===== config.mk =====
export PLATFORM = sky130hd
export DESIGN_NAME = dac_i2s_sink
export DESIGN_NICKNAME = d
export VERILOG_FILES = /design/src/rtl/dac_i2s_sink.sv
export SDC_FILE = /design/constraint.sdc
export NUM_CORES = 1
export LEC_CHECK = 0
export BUFFER_PORTS_ARGS = -buffer_cell sky130_fd_sc_hd__buf_2
export CAP_MARGIN = 25
export CORE_ASPECT_RATIO = 0.6
export CORE_UTILIZATION = 52
export DETAILED_ROUTE_END_ITERATION = 8
export PLACE_DENSITY = 0.81
export SLEW_MARGIN = 20
export SYNTH_ARGS = -nofsm -noshare
export SYNTH_HDL_FRONTEND = slang
export SYNTH_SLANG_ARGS = --single-unit

===== constraint.sdc =====
create_clock -name clk -period 9.5 [get_ports clk]
set_input_delay 1.425 -clock clk [delete_from_list [all_inputs] [get_ports clk]]
set_output_delay 1.425 -clock clk [all_outputs]
set_load 0.03 [all_outputs]

===== src/rtl/dac_i2s_sink.sv =====
// Consumer end of the DAC bus: latches stereo samples through a soft-mute gain ramp
// and serialises them onto an I2S link (bck/lrck/sdo), flagging phase discontinuities.
module dac_i2s_sink #(
  parameter int unsigned RAMP_STEP   = 32'd1,
  parameter bit          DESYNC_MUTE = 1'b1
) (
  input  logic        clk,
  input  logic        rst,
  input  logic        dac_clk,
  input  logic        next_sample,
  input  logic [8:0]  phase,
  input  logic        snd_on,
  input  logic [15:0] snd_l,
  input  logic [15:0] snd_r,
  output logic        dac_bck,
  output logic        dac_lrck,
  output logic        dac_sdo,
  output logic        muted,
  output logic        desync
);

  localparam logic [9:0] STEP_W     = 10'(RAMP_STEP);
  localparam logic [8:0] GAIN_UNITY = 9'd256;

  logic [8:0]  gain_r;
  logic [15:0] hold_l_r;
  logic [15:0] hold_r_r;
  logic [8:0]  prev_phase_r;
  logic        seen_r;
  logic        desync_r;
  logic        bck_r;
  logic        lrck_r;
  logic        sdo_r;
  logic        muted_r;

  logic [8:0]         phase_inc_s;
  logic               disc_s;
  logic               latch_s;
  logic               ramp_up_s;
  logic [9:0]         gain_x_s;
  logic [9:0]         up_sum_s;
  logic [9:0]         dn_diff_s;
  logic [8:0]         gain_up_s;
  logic [8:0]         gain_dn_s;
  logic [8:0]         gain_next_s;
  logic signed [25:0] snd_l_x_s;
  logic signed [25:0] snd_r_x_s;
  logic signed [25:0] gain_mul_s;
  logic signed [25:0] prod_l_s;
  logic signed [25:0] prod_r_s;
  logic [4:0]         slot_s;
  logic [4:0]         bit_idx_s;
  logic [15:0]        word_s;
  logic               sdo_bit_s;

  // Signed 16x10 products; bits [23:8] give the arithmetic >>> 8 of the scaled sample.
  assign snd_l_x_s  = {{10{snd_l[15]}}, snd_l};
  assign snd_r_x_s  = {{10{snd_r[15]}}, snd_r};
  assign gain_mul_s = {17'd0, gain_r};
  assign prod_l_s   = snd_l_x_s * gain_mul_s;
  assign prod_r_s   = snd_r_x_s * gain_mul_s;

  // Tick decode, discontinuity detection and saturating gain ramp.
  always_comb begin
    phase_inc_s = prev_phase_r + 9'd1;
    latch_s     = dac_clk & next_sample;
    ramp_up_s   = snd_on & ~(desync_r & DESYNC_MUTE);
    gain_x_s    = {1'b0, gain_r};
    up_sum_s    = gain_x_s + STEP_W;
    dn_diff_s   = gain_x_s - STEP_W;
    disc_s      = 1'b0;
    gain_up_s   = GAIN_UNITY;
    gain_dn_s   = 9'd0;
    gain_next_s = gain_r;
    if (dac_clk) begin
      disc_s = (phase != phase_inc_s);
    end else begin
      disc_s = 1'b0;
    end
    if (up_sum_s > {1'b0, GAIN_UNITY}) begin
      gain_up_s = GAIN_UNITY;
    end else begin
      gain_up_s = up_sum_s[8:0];
    end
    if (gain_x_s > STEP_W) begin
      gain_dn_s = dn_diff_s[8:0];
    end else begin
      gain_dn_s = 9'd0;
    end
    if (latch_s) begin
      if (ramp_up_s) begin
        gain_next_s = gain_up_s;
      end else begin
        gain_next_s = gain_dn_s;
      end
    end else begin
      gain_next_s = gain_r;
    end
  end

  // Serial bit selection: slot 1 carries the MSB, slot 0 and slots 17..31 are padding.
  always_comb begin
    slot_s    = phase[7:3];
    bit_idx_s = 5'd16 - slot_s;
    word_s    = hold_l_r;
    sdo_bit_s = 1'b0;
    if (phase[8]) begin
      word_s = hold_r_r;
    end else begin
      word_s = hold_l_r;
    end
    if ((slot_s != 5'd0) && (slot_s <= 5'd16)) begin
      sdo_bit_s = word_s[bit_idx_s[3:0]];
    end else begin
      sdo_bit_s = 1'b0;
    end
  end

  // State register; nothing moves unless dac_clk ticks.
  always_ff @(posedge clk) begin
    if (!rst) begin
      gain_r       <= 9'd0;
      hold_l_r     <= 16'd0;
      hold_r_r     <= 16'd0;
      prev_phase_r <= 9'd511;
      seen_r       <= 1'b0;
      desync_r     <= 1'b0;
      bck_r        <= 1'b0;
      lrck_r       <= 1'b0;
      sdo_r        <= 1'b0;
      muted_r      <= 1'b1;
    end else if (dac_clk) begin
      prev_phase_r <= phase;
      bck_r        <= phase[2];
      lrck_r       <= phase[8];
      gain_r       <= gain_next_s;
      muted_r      <= (gain_next_s == 9'd0);
      if (phase[2:0] == 3'd0) begin
        sdo_r <= sdo_bit_s;
      end
      if (next_sample) begin
        hold_l_r <= prod_l_s[23:8];
        hold_r_r <= prod_r_s[23:8];
        desync_r <= disc_s | seen_r;
        seen_r   <= 1'b0;
      end else begin
        desync_r <= desync_r | disc_s;
        seen_r   <= seen_r | disc_s;
      end
    end
  end

  assign dac_bck  = bck_r;
  assign dac_lrck = lrck_r;
  assign dac_sdo  = sdo_r;
  assign muted    = muted_r;
  assign desync   = desync_r;

endmodule


==> results.toml <==
[status]
run_status = "completed"

[route]
viasPerCell = 5.53
drtPass1Iterations = 5
vias = 9774
drt_iter0_markers = 885
drcViolationCount = 0
routed_wl_um = 29900
ant_nets = 0
routedWlPerCell_um = 16.9

[power]
cellPowerDensity_nw_per_um2 = 98.2
seqPwrFrac_pct = 21.7
switching_share_pct = 47.0
internal_power_uw = 686
pwr-share-comb_pct = 63.0
p_leak_nw = 6.91
p_switching_uw = 608
peakVddDrop_v = 0.000106
p_total_mw = 1.29
clockPowerShare_pct = 15.2

[floorplan]
io_pins = 51
fp-row-count = 43
die_w_um = 203
start_util_pct = 53.8
die_area_um2 = 24900
coreArea_um2 = 23500
die_height_um = 123

[yosys]
syn-num-nets = 1843
seq_area_frac_synth_pct = 8.88
synth_top_family_by_area = "adder cells"
synthMuxAreaShare_pct = 2.67
synth_fa_ha_area_share_pct = 46.6
postSynthAreaPerCell_um2 = 8.62
netlist-cell-type-count = 71
yosys.area_share.simple_pct = 18.5
synthesis.area_um2 = 12600
synth_edf_count = 0
ys_ff_latch = 56
synth_warnings = 0
post-synth-top-area-cell = "fa_1"
async_flop_share_pct = 0
netlist_top_cells_area = "fa_1, ha_1, dfxtp_1"
synth_ff_type = "dfxtp_1"
yosysTopAreaCellShare_pct = 36.2
synth_xor_area_share_pct = 3.95
synth_compound_area_share_pct = 8.52
syn_inst = 1464

[timing]
hold_violations = 0
tightest_slew_ns = 0.926
setup_viol = 0
skew_ns = 0.0150
rsz0062_at_grt = "no"
min_period_ns = 6.61
max_freq_mhz = 151
fin_ws_ns = 2.89
fin_setup_tns_ns = 0
relSlewSlack_pct = 38.2
slew_viol_final = 0
fin_hold_ws_ns = 0.464
fin_crit_sh_pct = 69.6

[cts]
cts_tree = "built"
h-tree-depth = 2
cts_resized = 0
clk_pin_slew_ns = 0.08
clk-insertion-delay-late_ns = 0.31
cts_setup_buffers = 0
cts_buffer_depth = 2
cts_buffers = 5
cts-root-buf = "clkbuf_16"
clock-sinks = 56
ctsHoldBuffers = 0

[final_layout]
syn_to_final_growth_pct = 4.37
post-route-util_pct = 56.2
fin_area_um2 = 13200
drive_above_1_share_pct = 6.75
layout_commonest_cell = "inv_1"
layout_common_cells = "inv_1, fa_1, nand2_1, and2_1, ha_1"
num_antenna_cells = 0
fin_nets = 1829
final_cell_count_no_fill = 1766

[min_path]
hold-path-endpoint = "hold_r_r[1]$_SDFFE_PN0P_"
min_path_type = "flip-flop to flip-flop"
hold_start = "hold_r_r[1]$_SDFFE_PN0P_"
hold_path_depth = 2

[global_route]
grt_usage_pct = 26.0
grt_pass1_wl_um = 51600
grt_pass1_vias = 10500
grt_overflow_total = 0
grt_max_degree = 44
antenna_found_initial = 0

[place]
place_congestion = 0.864
pre_cts_ws_ns = 2.64
place_inst = 1758
dpl_cell_area_um2 = 13000
io_buffers = 50
dp_hpwl_um = 23600

[critical_path]
r2r-end = "hold_r_r[15]$_SDFFE_PN0P_"
critPathMaxStageDelay_ns = 0.57
cp.arrival_ns = 6.78
regToRegSetupSlack_ns = 2.95
worstPathCellList = "buf_2 -> nand2_1 -> fa_1 -> inv_1 -> fa_1 -> inv_1 -> fa_1 -> inv_1 -> fa_1 -> inv_1 -> fa_1 -> inv_1 -> ha_1 -> and2_1 -> a221o_1 -> a22o_1 -> nor3_1 -> nor2_1 -> o21a_1 -> o2111ai_1 -> o311ai_0"
rr_worst_depth = 20
cp.required_ns = 9.67
r2r-start = "gain_r[1]$_SDFFE_PN0P_"
cp_max_fo = 9
worstSetupEndpointType = "flip-flop"
worstSetupPathType = "input port to flip-flop"
startpoint_type = "input port"
cp_slowest_cell = "fa_1"

[job]
maxCapViolCount = 0
## area by class of cell
class	count	area (µm²)
multi-input cells	1049	10100
fillers	2093	10300
clock buffers	5	125
flip-flops and latches	56	1120
clock inverters	3	28.8
inverters	275	1030
repair buffers	63	348
well taps	315	394
## synthesized netlist by cell type, drive strengths merged, types with 3 or more instances
master   number
ha          105
dfxtp        56
o311ai        5
and2        143
xor2         20
and4          3
a21oi        52
a31oi         5
mux4         10
o31ai         3
o22ai         4
nand2b        8
o21ai        39
a211o         3
o211ai        4
clkbuf       51
nand2       208
buf          33
o21bai        5
or4           4
nor2         36
xnor2        37
o2111ai       3
a221oi        3
and3          8
inv         274
a211oi        4
nor3         17
o21a          5
nand3        29
nand4         3
a21o         12
fa          228
nor4          4
mux2i        10
## how the worst max path moves through the flow
stage | depth (start not counted) | endpoint | startpoint | slack, ns
2_1_floorplan | 20 | hold_r_r[15]$_SDFFE_PN0P_ | snd_r[7] | 3.02
3_3_place_gp | 21 | hold_l_r[15]$_SDFFE_PN0P_ | snd_l[7] | 2.78
3_5_place_dp | 21 | hold_l_r[15]$_SDFFE_PN0P_ | snd_l[7] | 2.64
4_1_cts | 20 | hold_r_r[15]$_SDFFE_PN0P_ | gain_r[1]$_SDFFE_PN0P_ | 2.92
5_1_grt | 21 | hold_l_r[15]$_SDFFE_PN0P_ | snd_l[7] | 2.60
6_report | 21 | hold_l_r[14]$_SDFFE_PN0P_ | snd_l[7] | 2.89
## layer usage
layer / up-vias / GRT usage, % / wire length, µm
met3: 45 / 4.41 / 2330
met1: 4829 / 36.2 / 13400
met4: 0 / 5.22 / 448
li1: 4498 / - / -
met2: 402 / 43.2 / 13700
met5: - / 0 / 0
## power by group through the flow
stage                     logic (mW)  registers (mW)  clock network (mW)
after CTS                      0.813           0.280               0.200
after detailed placement       0.808           0.286                   0
after global placement         0.772           0.284                   0
final                          0.816           0.281               0.197
after floorplan                0.625           0.277                   0
after global routing           0.939           0.284               0.209
## logic make-up after synthesis
logic type | after synthesis
and+or+nand+nor | 473
buffers and inverters | 359
adders and majority gates | 333
AOI/OAI and AO/OA | 165
xor gates and xnor gates | 57
DFF | 56
muxes | 21
## worst max-delay path, delay by kind of cell
family	cells	cell delay [ns]
fa+ha+maj	6	2.88
compound gates	5	1.19
simple gates	4	0.86
buf+inv	6	0.43
## sequential cells by signal, summed over array words and instances (netlist names)
name          flops
muted             1
desync            1
gain_r            9
dac_lrck          1
dac_bck           1
hold_r_r         16
dac_sdo           1
prev_phase_r      9
hold_l_r         16
seen_r            1
(Power assumes the default switching activity.)
